==> src/rtl/pic_priority_core.sv <==
// Purpose : 8259-style interrupt priority core (IRR/ISR, mask, fixed/rotating priority, INTA handshake, EOI).
// Latency : int_out one cycle after IRR/ISR/mask change; vec_valid one cycle after the second inta pulse.
// Backpress: none; inta/eoi strobes are accepted every cycle and ACK1 waits indefinitely for the second inta.
//
// Ports:
//   clk, rst                 clock and asynchronous active-high reset
//   irq_in, imr_in           synchronised request lines and mask (1 = masked)
//   mode_ar, mode_level      automatic rotation / level-triggered capture
//   aeoi                     auto-EOI on the second inta pulse
//   inta                     acknowledge pulse, two per service cycle
//   eoi_ns, eoi_sp, eoi_lvl  non-specific / specific end-of-interrupt
//   int_out                  registered interrupt request to the CPU
//   vec_valid, vec_out       one-cycle vector strobe, VEC_BASE + serviced line
//   irr_out, isr_out         request and in-service register readback
module pic_priority_core #(
   parameter int N_IRQ    = 8,
   parameter int VEC_BASE = 0,
   parameter int VEC_W    = 8,
   localparam int IW      = $clog2(N_IRQ)
) (
   input  logic              clk,
   input  logic              rst,
   input  logic [N_IRQ-1:0]  irq_in,
   input  logic [N_IRQ-1:0]  imr_in,
   input  logic              mode_ar,
   input  logic              mode_level,
   input  logic              aeoi,
   input  logic              inta,
   input  logic              eoi_ns,
   input  logic              eoi_sp,
   input  logic [IW-1:0]     eoi_lvl,
   output logic              int_out,
   output logic              vec_valid,
   output logic [VEC_W-1:0]  vec_out,
   output logic [N_IRQ-1:0]  irr_out,
   output logic [N_IRQ-1:0]  isr_out
);

   typedef enum logic {S_IDLE, S_ACK1} state_t;

   localparam logic [IW:0]      N_L  = (IW+1)'(N_IRQ);
   localparam logic [IW-1:0]    LAST = IW'(N_IRQ - 1);
   localparam logic [VEC_W-1:0] VB   = VEC_W'(VEC_BASE);

   state_t             state_q, state_d;
   logic [N_IRQ-1:0]   irr_q, irr_d;
   logic [N_IRQ-1:0]   isr_q, isr_d;
   logic [N_IRQ-1:0]   prev_q;
   logic [IW-1:0]      rot_q, rot_d;
   logic [IW-1:0]      w_q, w_d;
   logic               spur_q, spur_d;
   logic               int_q, int_d;
   logic               vld_q, vld_d;
   logic [VEC_W-1:0]   vec_q, vec_d;

   logic [N_IRQ-1:0]   pend;
   logic [N_IRQ-1:0]   irr_clr;
   logic               pend_found, isr_found;
   logic [IW-1:0]      pend_idx, isr_idx;
   logic [IW:0]        pend_rank, isr_rank;

   // Line index holding priority rank k when rank 0 sits at base.
   function automatic logic [IW-1:0] slot(input logic [IW-1:0] base, input logic [IW:0] k);
      logic [IW:0] s;
      s = {1'b0, base} + k;
      if (s >= N_L) s = s - N_L;
      return s[IW-1:0];
   endfunction

   function automatic logic [IW-1:0] inc_mod(input logic [IW-1:0] x);
      logic [IW:0] s;
      s = {1'b0, x} + (IW+1)'(1);
      if (s == N_L) s = '0;
      return s[IW-1:0];
   endfunction

   assign pend = irr_q & ~imr_in;

   // Scan from the current rotation base; the first hit is the highest priority.
   // An empty ISR keeps rank N_L so any pending line outranks it.
   always_comb begin
      pend_found = 1'b0;
      pend_idx   = '0;
      pend_rank  = N_L;
      isr_found  = 1'b0;
      isr_idx    = '0;
      isr_rank   = N_L;
      for (int k = 0; k < N_IRQ; k++) begin
         if (!pend_found && pend[slot(rot_q, k[IW:0])]) begin
            pend_found = 1'b1;
            pend_idx   = slot(rot_q, k[IW:0]);
            pend_rank  = k[IW:0];
         end
         if (!isr_found && isr_q[slot(rot_q, k[IW:0])]) begin
            isr_found = 1'b1;
            isr_idx   = slot(rot_q, k[IW:0]);
            isr_rank  = k[IW:0];
         end
      end
   end

   always_comb begin
      state_d = state_q;
      isr_d   = isr_q;
      rot_d   = rot_q;
      w_d     = w_q;
      spur_d  = spur_q;
      vld_d   = 1'b0;
      vec_d   = vec_q;
      irr_clr = '0;
      int_d   = pend_found && (pend_rank < isr_rank);

      // EOI looks at the ISR as it stood before any same-cycle acknowledge.
      if (eoi_sp) begin
         if (({1'b0, eoi_lvl} < N_L) && isr_q[eoi_lvl]) begin
            isr_d[eoi_lvl] = 1'b0;
            if (mode_ar) rot_d = inc_mod(eoi_lvl);
         end
      end else if (eoi_ns && isr_found) begin
         isr_d[isr_idx] = 1'b0;
         if (mode_ar) rot_d = inc_mod(isr_idx);
      end

      case (state_q)
         S_IDLE: begin
            if (inta) begin
               state_d = S_ACK1;
               int_d   = 1'b0;
               if (pend_found) begin
                  w_d               = pend_idx;
                  spur_d            = 1'b0;
                  isr_d[pend_idx]   = 1'b1;
                  irr_clr[pend_idx] = 1'b1;
               end else begin
                  // Nothing pending: deliver the lowest fixed line, touch no state.
                  w_d    = LAST;
                  spur_d = 1'b1;
               end
            end
         end
         S_ACK1: begin
            if (inta) begin
               state_d = S_IDLE;
               vld_d   = 1'b1;
               vec_d   = VB + VEC_W'(w_q);
               if (aeoi && !spur_q) begin
                  isr_d[w_q] = 1'b0;
                  if (mode_ar) rot_d = inc_mod(w_q);
               end
            end
         end
         default: state_d = S_IDLE;
      endcase

      if (!mode_ar) rot_d = '0;

      // Level mode follows the pins; in edge mode a new rising edge beats the acknowledge clear.
      irr_d = mode_level ? irq_in : ((irr_q & ~irr_clr) | (irq_in & ~prev_q));
   end

   always_ff @(posedge clk or posedge rst) begin
      if (rst) begin
         state_q <= S_IDLE;
         irr_q   <= '0;
         isr_q   <= '0;
         prev_q  <= '0;
         rot_q   <= '0;
         w_q     <= '0;
         spur_q  <= 1'b0;
         int_q   <= 1'b0;
         vld_q   <= 1'b0;
         vec_q   <= '0;
      end else begin
         state_q <= state_d;
         irr_q   <= irr_d;
         isr_q   <= isr_d;
         prev_q  <= irq_in;
         rot_q   <= rot_d;
         w_q     <= w_d;
         spur_q  <= spur_d;
         int_q   <= int_d;
         vld_q   <= vld_d;
         vec_q   <= vec_d;
      end
   end

   assign int_out   = int_q;
   assign vec_valid = vld_q;
   assign vec_out   = vec_q;
   assign irr_out   = irr_q;
   assign isr_out   = isr_q;

endmodule
==> config.mk <==
export PLATFORM = sky130hd
export DESIGN_NAME = pic_priority_core
export DESIGN_NICKNAME = d
export VERILOG_FILES = /design/src/rtl/pic_priority_core.sv
export SDC_FILE = /design/constraint.sdc
export NUM_CORES = 1
export LEC_CHECK = 0
export ABC_AREA = 1
export CAP_MARGIN = 20
export CORE_MARGIN = 3
export CORE_UTILIZATION = 55
export DETAILED_ROUTE_END_ITERATION = 8
export GPL_ROUTABILITY_DRIVEN = 1
export PLACE_DENSITY_LB_ADDON = 0.3
export SYNTH_ARGS = -nofsm -noshare
export SYNTH_HDL_FRONTEND = slang
export SYNTH_SLANG_ARGS = --single-unit
==> constraint.sdc <==
create_clock -name clk -period 3.6 [get_ports clk]
set_input_delay 0.54 -clock clk [delete_from_list [all_inputs] [get_ports clk]]
set_output_delay 0.54 -clock clk [all_outputs]
set_load 0.01 [all_outputs]
==> insert_results.sql <==
INSERT INTO impl_metrics (metric_group, metric, value, unit) VALUES
('clock_network', 'cts_max_level', '2', ''),
('floorplanning', 'die_w', '85.7', 'um'),
('timing', 'setup_repair_after_global_routing_missed_its_margin', 'false', ''),
('timing', 'timing.hold.ws', '492', 'ps'),
('timing', 'timing.slew.headroom', '0.529', ''),
('grt', 'grt.overflow.total', '0', ''),
('timing', 'timing.final.setup_violations', '0', ''),
('grt', 'via_count_of_the_first_global_routing_pass', '3764', ''),
('yosys', 'synth_sequential_area_ratio', '0.265', ''),
('routing', 'finalWirelength', '10900', 'um'),
('timing', 'final.setup.tns', '0', 'ps'),
('worst_setup_path', 'cp-start-kind', 'flop', ''),
('worst_setup_path', 'crit-reg2reg-capture', 'isr_out[2]', ''),
('clock_network', 'numClockSinks', '37', ''),
('floorplanning', 'floorplan.die_area', '0.00734', 'sq mm'),
('worst_setup_path', 'critical_path_buf_inv_count', '4', ''),
('finish', 'layout.area.seq', '926', 'sq um'),
('clock_network', 'clockRootBuffer', 'sky130_fd_sc_hd__clkbuf_8', ''),
('worst_setup_path', 'crit_family', 'simple AND/OR/NAND/NOR gates', ''),
('worst_setup_path', 'critPathLaunch', 'rot_q[0]', ''),
('worst_setup_path', 'worst_setup_path_end_kind', 'flop', ''),
('timing', 'timing_hold_violations_final', '0', ''),
('finish', 'post_route_cells_drive_above_1_share', '0.0911', ''),
('routing', 'iteration_0_drc_count_of_the_detailed_router', '315', ''),
('grt', 'maximum_number_of_pins_on_one_net_before_global_route_repair', '38', ''),
('routing', 'detail-route-antenna-nets', '0', ''),
('finish', 'commonest_cells_after_routing_fill_and_taps_aside', 'sky130_fd_sc_hd__nand2_1, sky130_fd_sc_hd__nand3_1, sky130_fd_sc_hd__inv_1, sky130_fd_sc_hd__nor2_1, sky130_fd_sc_hd__clkdlybuf4s50_1', ''),
('floorplanning', 'core_footprint', '0.00603', 'sq mm'),
('hold_path', 'kind_of_path_behind_the_tightest_hold_check', 'reg -> reg', ''),
('floorplanning', 'die_h', '85.7', 'um'),
('yosys', 'number_of_distinct_standard_cells_referenced_by_the_synthesized_netlist', '42', ''),
('finish', 'postLayoutCoreUtil', '0.690', ''),
('yosys', 'ys_ff_latch', '37', ''),
('timing', 'timing.final.crit_share', '0.871', ''),
('run_status', 'run_status', 'completed', ''),
('worst_setup_path', 'path_class', 'reg -> reg', ''),
('clock_network', 'cts_tree', 'yes', ''),
('clock_network', 'cts_repair_resize_count', '0', ''),
('yosys', 'synth-edff-count', '0', ''),
('placement', 'gp_routability_congestion', '1.02', ''),
('timing', 'slew_viol_final', '0', ''),
('grt', 'globalRouteTotalUtil', '0.303', ''),
('timing', 'timing.final.ws_setup', '465', 'ps'),
('flow_run', 'cap_violations', '0', ''),
('placement', 'dp_slack', '509', 'ps'),
('routing', 'drc', '0', ''),
('finish', 'multiInputGateArea', '0.00220', 'sq mm'),
('yosys', 'netlist.area_leader.share', '0.265', ''),
('worst_setup_path', 'timing.rr.start', 'rot_q[0]', ''),
('worst_setup_path', 'crit_end', 'isr_out[2]', ''),
('worst_setup_path', 'regToRegSetupSlack', '470', 'ps'),
('clock_network', 'cts.reportedPaths.clkPinSlew', '80', 'ps'),
('finish', 'mostFrequentLayoutCell', 'sky130_fd_sc_hd__nand2_1', ''),
('timing', 'achievable_freq', '319', 'MHz'),
('clock_network', 'tritoncts_buffers', '5', ''),
('yosys', 'yosysWarningCount', '0', ''),
('worst_setup_path', 'worst-path-max-fanout', '10', ''),
('clock_network', 'cts-root-to-sink-buffers', '2', ''),
('placement', 'hpwl', '8680', 'um'),
('clock_network', 'postCtsSetupRepairBufs', '0', ''),
('worst_setup_path', 'arrival_time_at_the_worst_endpoint', '3270', 'ps'),
('worst_setup_path', 'critical-path-slowest-cell', 'sky130_fd_sc_hd__dfrtp_1', ''),
('yosys', 'post_synth_inst_count', '562', ''),
('grt', 'grt_first_pass_wirelength', '17700', 'um'),
('grt', 'antenna_found_initial', '0', ''),
('floorplanning', 'floorplan.rows', '28', ''),
('clock_network', 'worst_skew_pair.late_latency', '290', 'ps'),
('worst_setup_path', 'cp_cell_sequence', 'inv_2 > ha_1 > inv_1 > buf_4 > nand3_1 > nand3_1 > nand2_1 > nor2_2 > nand4_4 > nor2_8 > o21ai_1 > nand2_2 > inv_2 > nor2_2 > nor2_1 > nand2_1 > o21ai_1', ''),
('yosys', 'syn_area_per_cell', '6.22', 'sq um'),
('yosys', 'synth.cell_area', '0.00349', 'sq mm'),
('finish', 'relative_area_change_from_synthesis_to_final_layout', '19.1', '%');
## registers in the layout (all words and copies together) (netlist names)
name / flops
vec_valid: 1
rot_q: 3
spur_q: 1
state_q: 1
vec_out: 3
prev_q: 8
irr_out: 8
isr_out: 8
w_q: 3
int_out: 1
## cells by family after synthesis
family	after synthesis	synth area share
and+or+nand+nor	356	0.464
buffers and inverters	91	0.110
AOI/OAI and AO/OA	60	0.101
DFF	37	0.265
adders and majority gates	11	0.0394
xor gates and xnor gates	6	0.0193
other	1	0.00107
## Yosys cell counts, types with 3 or more instances
master                     number
sky130_fd_sc_hd__a21oi_1       14
sky130_fd_sc_hd__inv_2         12
sky130_fd_sc_hd__nor2_4         4
sky130_fd_sc_hd__inv_1         62
sky130_fd_sc_hd__o21bai_1       3
sky130_fd_sc_hd__buf_4          6
sky130_fd_sc_hd__o21ai_0       15
sky130_fd_sc_hd__nand3_2        3
sky130_fd_sc_hd__o22ai_1        3
sky130_fd_sc_hd__nor2_2         6
sky130_fd_sc_hd__nand2_2        5
sky130_fd_sc_hd__nor3_1         7
sky130_fd_sc_hd__nand2_1      161
sky130_fd_sc_hd__nand4_1        6
sky130_fd_sc_hd__nor2_1        55
sky130_fd_sc_hd__o21ai_2        3
sky130_fd_sc_hd__nand3b_1       3
sky130_fd_sc_hd__dfrtp_1       37
sky130_fd_sc_hd__o21ai_1       11
sky130_fd_sc_hd__buf_2          5
sky130_fd_sc_hd__a31oi_1        3
sky130_fd_sc_hd__nand3_1      102
sky130_fd_sc_hd__ha_1          11
## layout make-up
cell class                 count  share of cell area
multi-input combinational    438               0.528
sequential                    37               0.223
timing repair buffer          56               0.129
inverter                      76              0.0686
tap                           75              0.0226
clock buffer                   6              0.0198
clock inverter                 2             0.00902
## layer usage
layer	vias to the layer above	wire, um	track usage
li1	1920	-	-
met1	1823	4520	0.380
met2	198	5280	0.515
met3	40	760	0.0375
met4	0	390	0.150
met5	-	0	0
## how the worst min path moves through the flow
| stage | start | to | cells after the start |
|---|---|---|---|
| after floorplan | prev_q[0] | irr_out[0] | 3 |
| after global placement | prev_q[6] | irr_out[6] | 3 |
| after detailed placement | prev_q[7] | irr_out[7] | 3 |
| after CTS | prev_q[4] | irr_out[4] | 3 |
| after global routing | prev_q[7] | irr_out[7] | 3 |
| final | prev_q[1] | irr_out[1] | 3 |
## worst min-delay path: stages, from the launching register on
cell	delay [ps]
sky130_fd_sc_hd__dfrtp_1	330
sky130_fd_sc_hd__nand2_1	50
sky130_fd_sc_hd__nand2_1	50
sky130_fd_sc_hd__nand2_1	40
## per-stage QoR
stage | instances | area (sq um)
6_report | 690 | 4160
3_5_place_dp | 682 | 4040
5_1_grt | 690 | 4160
4_1_cts | 690 | 4160
3_3_place_gp | 682 | 4040
2_1_floorplan | 566 | 3510
Power is not shown: default switching activity piles up to over one toggle a cycle in this logic, so the estimate is an artifact.
==> RTL change 1: new RTL, same settings <==
Set the parameter `VEC_W` to 10 (it was 8).
--- a/src/rtl/pic_priority_core.sv
+++ b/src/rtl/pic_priority_core.sv
@@ -15,7 +15,7 @@
 module pic_priority_core #(
    parameter int N_IRQ    = 8,
    parameter int VEC_BASE = 0,
-   parameter int VEC_W    = 8,
+   parameter int VEC_W    = 10,
    localparam int IW      = $clog2(N_IRQ)
 ) (
    input  logic              clk,
Interface: changed (resized vec_out); port bits go from 53 to 55. No check against the original RTL was run, so the function may have changed too.
==> RTL change 1 against the original RTL <==
  * Design area rose by 0.33%
  * Clock skew decreased by 0.0049 ns
  * Area after synthesis rose by 0.43%
  * Wire length down 4.5%
  * Count of clock-buffer cells in the layout fell by 1
  * Setup slack worse by 0.0070 ns
  * Sequential cell count unchanged
Power is left out: the tool's default activity adds up to more than one toggle a clock period on the data nets, which glitch-free logic cannot reach.
==> RTL change 1: results (changes against the original RTL) <==
[run_status]
outcome = complete, no violations  ; unchanged

[finish]
buf_share_pct = 12.7  ; was 12.9%
nMultiInputCombCells = 440  ; was 438
fin_nets = 653  ; was 652
seq_area_share_pct = 22.2  ; was 22.3%
clkCellAreaFrac_pct = 3.21  ; was 2.89%
nNonClkInverters = 76  ; unchanged
fin_cells = 691  ; was 690
n_all_buffers = 55  ; was 56
final_util_pct = 68.9  ; was 69.0%
fillers = 542  ; was 540
drive_gt1_share_pct = 8.93  ; was 9.11%
multi_input_area_um2 = 2200  ; about the same

[critical_path]
reg2reg_depth = 16  ; was 17
critPathLaunch = rot_q[1]$_DFF_PP0_  ; was rot_q[0]$_DFF_PP0_
crit_end = rot_q[1]$_DFF_PP0_  ; was isr_out[2]$_DFF_PP0_
cp_max_fo = 9  ; was 10
cpPeakStageDelay_ns = 0.45  ; was 0.56 ns
cp_slowest_cell = dfrtp_1  ; unchanged
arrival_ns = 3.32  ; was 3.27 ns

[place]
pre_cts_ws_ns = 0.531  ; was 0.509 ns
io_buffers = 47  ; unchanged
dp.cells = 683  ; was 682
gp_congestion = 0.995  ; was 1.02
dpl-instance-area_um2 = 4040  ; unchanged
dp_hpwl_um = 8480  ; was 8680 um

[yosys]
yosysSeqAreaShare_pct = 26.4  ; was 26.5%
synth.area.top_cells = dfrtp_1, nand2_1, nand3_1  ; unchanged
syn_avg_cell_area_um2 = 6.22  ; about the same

[cts]
cts_buffers = 5  ; unchanged
clockBufferDepth = 2  ; unchanged
clk_pin_slew_worst_paths_ns = 0.08  ; about the same
cts-root-buf = clkbuf_8  ; unchanged
htree_levels = 2  ; unchanged

[min_path]
hold_start = prev_q[4]$_DFF_PP0_  ; was prev_q[1]$_DFF_PP0_
whs_endpoint = irr_out[4]$_DFF_PP0_  ; was irr_out[1]$_DFF_PP0_

[sta]
fmax_ghz = 0.318  ; was 0.319 GHz
hold_ws_ns = 0.496  ; was 0.492 ns
finalClockSkew_ns = 0.00592  ; was 0.0108 ns
worstMarginPinSlew_ns = 0.579  ; was 0.706 ns
setup_violations = 0  ; unchanged

[route]
drtIter0Drc = 351  ; was 315
wirelength_um = 10400  ; was 10900 um
drt-pass1-iter-count = 5  ; unchanged
vias = 3900  ; was 3981

[grt]
grt_pass1_vias = 3718  ; was 3764
grt_pass1_wl_um = 17500  ; was 17700 um
track_usage_pct = 29.4  ; was 30.3%

[die]
die_x_um = 85.9  ; was 85.7 um

RTL change 1: kinds of logic after synthesis:
family	synth area share [%]
AOI/OAI and AO/OA	10.1
xor gates and xnor gates	1.93
adders and majority gates	3.92
buffers and inverters	11.4
DFF	26.4
other	0.107
and+or+nand+nor	46.2
RTL change 1: tightest hold or removal path, delay by kind of cell (launching register included):
family,cells,cell delay [ns]
DFF,1,0.32
and+or+nand+nor,3,0.14
RTL change 1: metal layers:
metal | global-route usage (%) | routed length (um) | share of wire (%) | vias to the layer above
li1 | - | - | - | 1937
met1 | 38.8 | 4470 | 43 | 1759
met2 | 48.8 | 4990 | 48 | 179
met4 | 10.1 | 206 | 2.0 | 0
met3 | 4.71 | 782 | 7.5 | 25
met5 | 0 | 0 | 0 | -
==> RTL change 2: new RTL, same settings <==
Without the edit above. Register the output `vec_out` once more; this adds one clock of latency there. The other outputs are not delayed to match. Comments in the files are not updated.
--- a/src/rtl/pic_priority_core.sv
+++ b/src/rtl/pic_priority_core.sv
@@ -186,7 +186,9 @@
 
    assign int_out   = int_q;
    assign vec_valid = vld_q;
-   assign vec_out   = vec_q;
+   always_ff @(posedge clk) begin
+      vec_out <= vec_q;
+   end
    assign irr_out   = irr_q;
    assign isr_out   = isr_q;
 
Formal check against the unedited RTL: not equivalent (Yosys sat finds a counterexample within 4 cycles, from zero or initial values and one cycle with rst high).
==> RTL change 2 against the original RTL <==
  * Worst hold slack worse by 0.11 ns
  * Via count is 0.75% lower
  * Highest routed layer unchanged
  * Wire length decreased by 2.0%
  * Sequential cell count grew 3
  * Setup slack got worse by 0.13 ns
  * Design area up 2.3%
  * Area after synthesis increased by 3.4%
Power is not shown: default switching activity piles up to over one toggle a cycle in this logic, so the estimate is an artifact.
==> RTL change 2: results (changes against the original RTL) <==
[run_status]
outcome = complete, no violations  ; unchanged

[grt]
use_met2_pct = 49.0  ; was 51.5%
grt_pass1_wl_um = 17800  ; was 17700 um
grtUsageMet3_pct = 4.64  ; was 3.75%

[route]
met2_wirelength_um = 4970  ; was 5280 um
wl_met1_um = 4470  ; was 4520 um
wirelength_um = 10700  ; was 10900 um
wl_met3_um = 948  ; was 760 um

[critical_path]
ff2ff_setup_slack_ns = 0.34  ; was 0.47 ns
arrival_ns = 3.45  ; was 3.27 ns
cp_slowest_cell = xor2_2  ; was dfrtp_1
reg2reg_depth = 16  ; was 17
cpPeakStageDelay_ns = 0.41  ; was 0.56 ns
cp_max_fo = 22  ; was 10
crit_end = rot_q[1]$_DFF_PP0_  ; was isr_out[2]$_DFF_PP0_

[place]
dp_hpwl_um = 8430  ; was 8680 um
gp_congestion = 0.970  ; was 1.02

[yosys]
synth.top_cells.by_count = nand2_1, nand3_1, inv_1, nor2_1, dfrtp_1  ; unchanged
yosysUniqueCellTypes = 46  ; was 42

[finish]
fin_nets = 645  ; was 652
fin_cells = 683  ; was 690
fillers = 534  ; was 540
drive_gt1_share_pct = 8.55  ; was 9.11%

[min_path]
whs_endpoint = vec_out[0]$_DFF_P_  ; was irr_out[1]$_DFF_PP0_
hold-path-cell-count = 0  ; was 3
hold_start = vec_q[0]$_DFFE_PP0P_  ; was prev_q[1]$_DFF_PP0_

-- RTL change 2: cell count changes in the layout (fill, tap and decap cells not counted), moves of 4 or more --
cell	change
nand3_1	-9
inv_2	-8
nand3_2	+6
a21oi_1	-4
nand4_1	+4
o21ai_0	-4
-- RTL change 2: cell families after synthesis --
kind of cell    share of synthesized area, %
xor+xnor                                2.39
fa+ha+maj                               3.81
compound gates                          10.0
buf+inv                                 10.0
flops                                   27.3
simple gates                            46.4
other cells                            0.104
-- RTL change 2: stage by stage --
stage | setup WS [ns] | hold slack (ns)
after floorplan | 0.597 | 0.348
after global placement | 0.476 | 0.362
after detailed placement | 0.410 | 0.363
after CTS | 0.374 | 0.383
after global routing | 0.0804 | 0.396
final | 0.338 | 0.379
-- RTL change 2: area by class of cell --
type	instances	area, um^2	area share [%]
clock buffers	5	68.8	1.62
inverters	70	263	6.17
clock inverters	3	42.5	0.999
well taps	75	93.8	2.20
repair buffers	54	523	12.3
flip-flops and latches	40	986	23.2
multi-input cells	436	2280	53.6
